==> src/rtl/mspu_mem_pkg.sv <==
// Shared types and lane helpers for the memory-access stage: size encoding,
// FSM states, byte-enable / store-replication / load-offset functions.
package mspu_mem_pkg;

  typedef enum logic [1:0] {
    SIZE_BYTE = 2'd0,
    SIZE_HALF = 2'd1,
    SIZE_WORD = 2'd2
  } size_e;

  typedef enum logic [1:0] {
    ST_IDLE,
    ST_REQ,
    ST_RESP
  } state_e;

  // Encoding 3 is folded onto a word access.
  function automatic size_e decode_size(input logic [1:0] bytes);
    case (bytes)
      2'd0:    return SIZE_BYTE;
      2'd1:    return SIZE_HALF;
      default: return SIZE_WORD;
    endcase
  endfunction

  // Effective byte offset inside the word; bits finer than the access size are dropped.
  function automatic logic [1:0] lane_offset(input size_e size, input logic [1:0] a);
    case (size)
      SIZE_BYTE: return a;
      SIZE_HALF: return {a[1], 1'b0};
      default:   return 2'b00;
    endcase
  endfunction

  function automatic logic [3:0] byte_enables(input size_e size, input logic [1:0] a);
    case (size)
      SIZE_BYTE: return 4'b0001 << a;
      SIZE_HALF: return 4'b0011 << {a[1], 1'b0};
      default:   return 4'hF;
    endcase
  endfunction

  function automatic logic [31:0] replicate_wdata(input size_e size, input logic [31:0] d);
    case (size)
      SIZE_BYTE: return {4{d[7:0]}};
      SIZE_HALF: return {2{d[15:0]}};
      default:   return d;
    endcase
  endfunction

endpackage

==> src/rtl/load_align.sv <==
// Combinational load aligner: shifts the addressed lane down to bit 0 and
// sign- or zero-extends bytes and halfwords to 32 bits.
module load_align
  import mspu_mem_pkg::*;
(
  input  logic [31:0] rdata,
  input  size_e       size,
  input  logic [1:0]  offset,
  input  logic        load_unsigned,
  output logic [31:0] data
);

  logic [31:0] shifted;

  always_comb begin
    // NOTE: every output of a combinational block gets a default first, so no path leaves it unassigned and no latch is inferred.
    shifted = rdata >> {offset, 3'b000};
    data    = shifted;
    case (size)
      SIZE_BYTE: data = load_unsigned ? {24'h0, shifted[7:0]}
                                      : {{24{shifted[7]}}, shifted[7:0]};
      SIZE_HALF: data = load_unsigned ? {16'h0, shifted[15:0]}
                                      : {{16{shifted[15]}}, shifted[15:0]};
      default:   data = shifted;
    endcase
  end

endmodule

==> src/rtl/mem_access.sv <==
// Memory-access stage: data-bus initiator with req/ack handshake and a one-cycle
// writeback beat. Optional MEM_ACCESS_MISALIGN_TRAP_EN traps misaligned half/word accesses.
module mem_access
  import mspu_mem_pkg::*;
(
  input  logic        clk,
  input  logic        reset,
  input  logic        run,
  input  logic [31:0] alu_result,
  input  logic        mem_to_reg,
  input  logic [1:0]  bytes,
  input  logic        load_unsigned,
  input  logic [31:0] wdata,
  input  logic        we,
  input  logic        re,
  input  logic [4:0]  rd,
  input  logic        reg_we,
  output logic        dmem_req,
  output logic [31:0] dmem_addr,
  output logic        dmem_we,
  output logic [3:0]  dmem_be,
  output logic [31:0] dmem_wdata,
  input  logic        dmem_ack,
  input  logic [31:0] dmem_rdata,
  output logic        wb_we,
  output logic [4:0]  wb_rd,
  output logic [31:0] wb_data,
  output logic        done,
  output logic        busy,
  output logic        misalign_err
);

  state_e      state, state_nxt;
  size_e       in_size;
  logic        mem_op, trap;

  // Operands captured at acceptance so the executer may move on during the access.
  logic [31:0] op_addr, op_addr_nxt;
  size_e       op_size, op_size_nxt;
  logic        op_uns, op_uns_nxt, op_m2r, op_m2r_nxt, op_reg_we, op_reg_we_nxt;
  logic [4:0]  op_rd, op_rd_nxt;

  logic        req_nxt, dwe_nxt, wb_we_nxt, done_nxt, mis_nxt, mis_q;
  logic [31:0] addr_nxt, dwdata_nxt, wb_data_nxt, load_data;
  logic [3:0]  be_nxt;
  logic [4:0]  wb_rd_nxt;
  logic [1:0]  ld_offset;

  assign in_size = decode_size(bytes);
  assign mem_op  = we | re;

`ifdef MEM_ACCESS_MISALIGN_TRAP_EN
  assign trap = mem_op && (((in_size == SIZE_HALF) && alu_result[0]) ||
                           ((in_size == SIZE_WORD) && (alu_result[1:0] != 2'b00)));
`else
  assign trap = 1'b0;
`endif

  assign busy         = (state != ST_IDLE);
  assign misalign_err = mis_q;
  assign ld_offset    = lane_offset(op_size, op_addr[1:0]);

  load_align u_load_align (
    .rdata         (dmem_rdata),
    .size          (op_size),
    .offset        (ld_offset),
    .load_unsigned (op_uns),
    .data          (load_data)
  );

  always_comb begin
    state_nxt     = state;
    op_addr_nxt   = op_addr;
    op_size_nxt   = op_size;
    op_uns_nxt    = op_uns;
    op_m2r_nxt    = op_m2r;
    op_reg_we_nxt = op_reg_we;
    op_rd_nxt     = op_rd;
    req_nxt       = dmem_req;
    addr_nxt      = dmem_addr;
    dwe_nxt       = dmem_we;
    be_nxt        = dmem_be;
    dwdata_nxt    = dmem_wdata;
    wb_rd_nxt     = wb_rd;
    wb_data_nxt   = wb_data;
    wb_we_nxt     = 1'b0;
    done_nxt      = 1'b0;
    mis_nxt       = 1'b0;

    case (state)
      ST_IDLE: if (run) begin
        op_addr_nxt   = alu_result;
        op_size_nxt   = in_size;
        op_uns_nxt    = load_unsigned;
        op_m2r_nxt    = mem_to_reg;
        op_reg_we_nxt = reg_we;
        op_rd_nxt     = rd;
        if (trap) begin
          state_nxt   = ST_RESP;
          done_nxt    = 1'b1;
          mis_nxt     = 1'b1;
          wb_rd_nxt   = rd;
          wb_data_nxt = alu_result;
        end else if (mem_op) begin
          state_nxt  = ST_REQ;
          req_nxt    = 1'b1;
          addr_nxt   = {alu_result[31:2], 2'b00};
          dwe_nxt    = we;
          be_nxt     = byte_enables(in_size, alu_result[1:0]);
          dwdata_nxt = replicate_wdata(in_size, wdata);
        end else begin
          state_nxt   = ST_RESP;
          done_nxt    = 1'b1;
          wb_we_nxt   = reg_we;
          wb_rd_nxt   = rd;
          wb_data_nxt = alu_result;
        end
      end
      ST_REQ: if (dmem_ack) begin
        state_nxt   = ST_RESP;
        req_nxt     = 1'b0;
        done_nxt    = 1'b1;
        wb_we_nxt   = op_reg_we & ~dmem_we;
        wb_rd_nxt   = op_rd;
        wb_data_nxt = op_m2r ? load_data : op_addr;
      end
      default: state_nxt = ST_IDLE;
    endcase
  end

  always_ff @(posedge clk) begin
    // NOTE: sequential state uses non-blocking assignments so every register samples pre-edge values.
    if (!reset) begin
      state      <= ST_IDLE;
      op_addr    <= '0;
      op_size    <= SIZE_BYTE;
      op_uns     <= 1'b0;
      op_m2r     <= 1'b0;
      op_reg_we  <= 1'b0;
      op_rd      <= '0;
      dmem_req   <= 1'b0;
      dmem_addr  <= '0;
      dmem_we    <= 1'b0;
      dmem_be    <= '0;
      dmem_wdata <= '0;
      wb_we      <= 1'b0;
      wb_rd      <= '0;
      wb_data    <= '0;
      done       <= 1'b0;
      mis_q      <= 1'b0;
    end else begin
      state      <= state_nxt;
      op_addr    <= op_addr_nxt;
      op_size    <= op_size_nxt;
      op_uns     <= op_uns_nxt;
      op_m2r     <= op_m2r_nxt;
      op_reg_we  <= op_reg_we_nxt;
      op_rd      <= op_rd_nxt;
      dmem_req   <= req_nxt;
      dmem_addr  <= addr_nxt;
      dmem_we    <= dwe_nxt;
      dmem_be    <= be_nxt;
      dmem_wdata <= dwdata_nxt;
      wb_we      <= wb_we_nxt;
      wb_rd      <= wb_rd_nxt;
      wb_data    <= wb_data_nxt;
      done       <= done_nxt;
      mis_q      <= mis_nxt;
    end
  end

endmodule
==> config.mk <==
export PLATFORM = sky130hd
export DESIGN_NAME = mem_access
export DESIGN_NICKNAME = d
export VERILOG_FILES = /design/src/rtl/mspu_mem_pkg.sv /design/src/rtl/load_align.sv /design/src/rtl/mem_access.sv
export SDC_FILE = /design/constraint.sdc
export NUM_CORES = 1
export LEC_CHECK = 0
export BUFFER_PORTS_ARGS = -buffer_cell sky130_fd_sc_hd__buf_4
export CAP_MARGIN = 0
export CORE_UTILIZATION = 52
export CTS_BUF_LIST = sky130_fd_sc_hd__clkbuf_16
export DETAILED_ROUTE_END_ITERATION = 16
export PLACE_DENSITY_LB_ADDON = 0.12
export SLEW_MARGIN = 0
export SYNTH_ARGS = -nofsm -noshare
export SYNTH_HDL_FRONTEND = slang
export SYNTH_SLANG_ARGS = --single-unit
==> constraint.sdc <==
create_clock -name clk -period 3.3 [get_ports clk]
set_input_delay 0.165 -clock clk [delete_from_list [all_inputs] [get_ports clk]]
set_output_delay 0.165 -clock clk [all_outputs]
set_load 0.02 [all_outputs]
==> flow_metrics.py <==
metrics = {
    "synth": {
        "seq_area_frac_synth_pct": 44.5,
        "synthesis.area_um2": 6800,
        "yosysMostFrequentCell": "nand2_1",
        "synth_compound_area_share_pct": 23.2,
        "yosys.area_share.simple_pct": 20.6,
        "muxShareOfSynthArea_pct": 6.42,
        "syn_avg_cell_area_um2": 8.04,
        "synthTopCellsByCount": "221 x nand2_1, 151 x dfxtp_1, 116 x a21oi_1",
        "synth_top_family_by_area": "compound AO/OA/AOI/OAI gates",
        "ys_warn_count": 0,
        "synthXorXnorAreaFrac_pct": 0,
        "ys_types": 49,
        "synth_edf_count": 0,
        "ys_seq_elements": 151,
        "synthAdderAreaFrac_pct": 0,
        "synth_top_area_share_pct": 44.5,
        "ys.flop_type": "dfxtp_1",
        "synth_area_leaders": "dfxtp_1 44%, nand2_1 12%, a21oi_1 8.5%",
        "async_flop_share_pct": 0,
        "yosys.area.top_type": "dfxtp_1",
        "syn_inst": 845,
    },
    "global_route": {
        "use_met2_pct": 50.8,
        "use_met1_pct": 41.8,
        "grt_pass1_wl_um": 33200,
        "antenna_found_initial": 0,
        "grt_max_degree": 83,
        "grt_use_met3_pct": 8.56,
        "busiest_layer": "met2",
        "overflow": 0,
        "gr-usage-all-layers_pct": 32.2,
        "grt_pass1_vias": 6320,
    },
    "floorplanning": {
        "chipHeight_um": 116,
        "dieArea_um2": 13500,
        "die-width_um": 116,
        "rows": 41,
        "design.core.area_um2": 12700,
        "pin_count": 223,
        "initial_core_util_pct": 53.6,
    },
    "setup_path": {
        "worstSetupStartpointType": "flop",
        "crit_arrival_ns": 2.71,
        "crit_required_ns": 3.63,
        "end_kind": "flop",
        "r2r-start": "op_size[1]",
        "rrSetupSlack_ns": 0.92,
        "worstRegToRegCells": 5,
        "rr_endpoint": "wb_data[20]",
        "path_class": "reg2reg",
        "critPathMaxFanout": 17,
    },
    "clock_network": {
        "cts_hold_buf": 13,
        "cts.sinks": 151,
        "clk_latency_ns": 0.43,
        "numCtsBuffers": 17,
        "clock_path_buffers": 2,
        "htreeDepth": 4,
        "cts_tree": "yes",
        "post_cts_buffers": 0,
        "clk_pin_slew_ns": 0.06,
        "cts_root_buf": "clkbuf_16",
        "cts_repair_resize_count": 0,
    },
    "run": {
        "maxCapViolCount": 0,
    },
    "timing": {
        "post-route-min-period_ns": 2.38,
        "worstMarginPinSlew_ns": 0.816,
        "rsz0062_at_grt": "false",
        "max_slew_margin_pct": 45.4,
        "setup_viol": 0,
        "clock.fmax_mhz": 419,
        "skew_ns": 0.00654,
        "fin_crit_sh_pct": 72.3,
        "drv_slew": 0,
        "setup_tns_ns": 0,
        "finalHoldViolations": 0,
    },
    "finish": {
        "drive_gt1_share_pct": 26.1,
        "area_growth_pct": 34.7,
        "nFillCells": 1028,
        "diodes": 0,
        "layout.nets": 1148,
        "final_util_pct": 72.3,
    },
    "pwr": {
        "power_leakage_nw": 3.86,
        "seqPwrFrac_pct": 42.3,
        "power_frac_comb_pct": 20.1,
        "clkPwrFrac_pct": 37.6,
        "internal-power_w": 0.00345,
        "irDropWorstVdd_uv": 390,
        "fin_total_pwr_w": 0.00484,
        "power.switching_w": 0.00139,
        "swShare_pct": 28.7,
        "powerDensity_nw_per_um2": 529,
    },
    "routing": {
        "routed_wirelength_um": 21400,
        "vias": 6982,
        "drtIter0Drc": 812,
        "postRouteAntennaNets": 0,
        "drt-vias-per-instance": 5.72,
        "wl_per_cell_um": 17.5,
        "remaining_drc_errors": 0,
        "dr.pass1.iters": 5,
    },
    "place": {
        "finalWeightedCongestion": 0.859,
        "place.port_buffers": 219,
        "place_hpwl_um": 14300,
    },
    "worst_hold_path": {
        "hp-class": "in2reg",
        "hp-start": "alu_result[26]",
        "holdPathEnd": "dmem_addr[26]",
        "hold_path_depth": 3,
    },
    "status": {
        "outcome": "finished clean",
    },
}
==> layout by cell type, fill, tap and decap left out, types with 3 or more instances in the layout <==
cell and n:
clkbuf_16 17, a22o_1 9, conb_1 3, nor2_1 39, dlygate4sd3_1 14, mux2i_1 23, nand2b_1 3, nand2_1 221
a222oi_1 6, o2111ai_1 4, dfxtp_1 151, clkinv_2 5, a311oi_1 18, clkinv_1 6, nor3b_1 9, nand3_1 19
and3_1 12, o21ai_0 39, mux4_1 7, inv_1 8, buf_4 229, a211oi_1 15, o211ai_1 15, o22ai_1 17
a21oi_1 116, nor3_1 10
==> power by group through the flow <==
stage	combinational [W]	sequential, W	clock [W]
finish	0.000973	0.00205	0.00182
global route	0.00105	0.00206	0.00192
CTS	0.000966	0.00205	0.00183
detailed placement	0.000948	0.00208	0
global placement	0.000937	0.00208	0
floorplan	0.000449	0.00217	0
==> state kept, by name (all words and copies together) (netlist names) <==
| register | cells |
|---|---|
| dmem_addr | 30 |
| op_uns | 1 |
| dmem_be | 4 |
| done | 1 |
| state | 2 |
| op_size | 2 |
| op_m2r | 1 |
| dmem_wdata | 32 |
| dmem_we | 1 |
| op_reg_we | 1 |
| dmem_req | 1 |
| wb_data | 32 |
| wb_rd | 5 |
| op_rd | 5 |
| wb_we | 1 |
| op_addr | 32 |
==> critical path, cell delays in order, from the launching register on <==
cell and delay, ns:
dfxtp_1 0.52, nor3b_2 0.76, nand2_4 0.10, a2111oi_4 0.41
nor2_2 0.17, a311oi_1 0.31
==> cell families after synthesis <==
logic type      Yosys count
simple gates            327
compound gates          251
flops                   151
buf+inv                  83
mux                      32
other cells               1
==> per-stage QoR <==
step / hold slack (ns) / cell area, µm² / worst slack, ns / instances
after detailed placement: 0.434 / 8470 / 0.956 / 1175
after global placement: 0.427 / 8470 / 1.04 / 1175
after CTS: 0.0000946 / 9150 / 0.937 / 1220
final: 0.00436 / 9160 / 0.915 / 1221
after floorplan: 0.301 / 6800 / 1.64 / 847
after global routing: 0.00380 / 9160 / 0.725 / 1221
==> worst max path at each step <==
stage	from	endpoint	slack [ns]	depth (start not counted)
finish	op_size[1]	wb_data[20]	0.92	5
detailed placement	op_size[1]	wb_data[18]	0.96	5
global route	state[0]	wb_data[8]	0.73	6
global placement	op_size[1]	wb_data[25]	1.04	5
CTS	op_size[1]	wb_data[20]	0.94	5
floorplan	op_size[1]	wb_data[23]	1.64	7
==> area by class of cell <==
cell class,count,area (µm²),area share (%)
clock buffer,17,425,4.65
clock inverter,15,120,1.31
inverter,8,32.5,0.355
multi-input combinational,613,3440,37.6
sequential,151,3020,33.0
tap,172,215,2.35
timing repair buffer,245,1900,20.7
==> metal layers <==
metal	vias to the layer above	part of all wire [%]
li1	3358	-
met4	0	2.6
met2	341	47
met1	3242	41
met5	-	0
met3	41	9.2
Note: power is estimated with default switching activity, not from simulation.
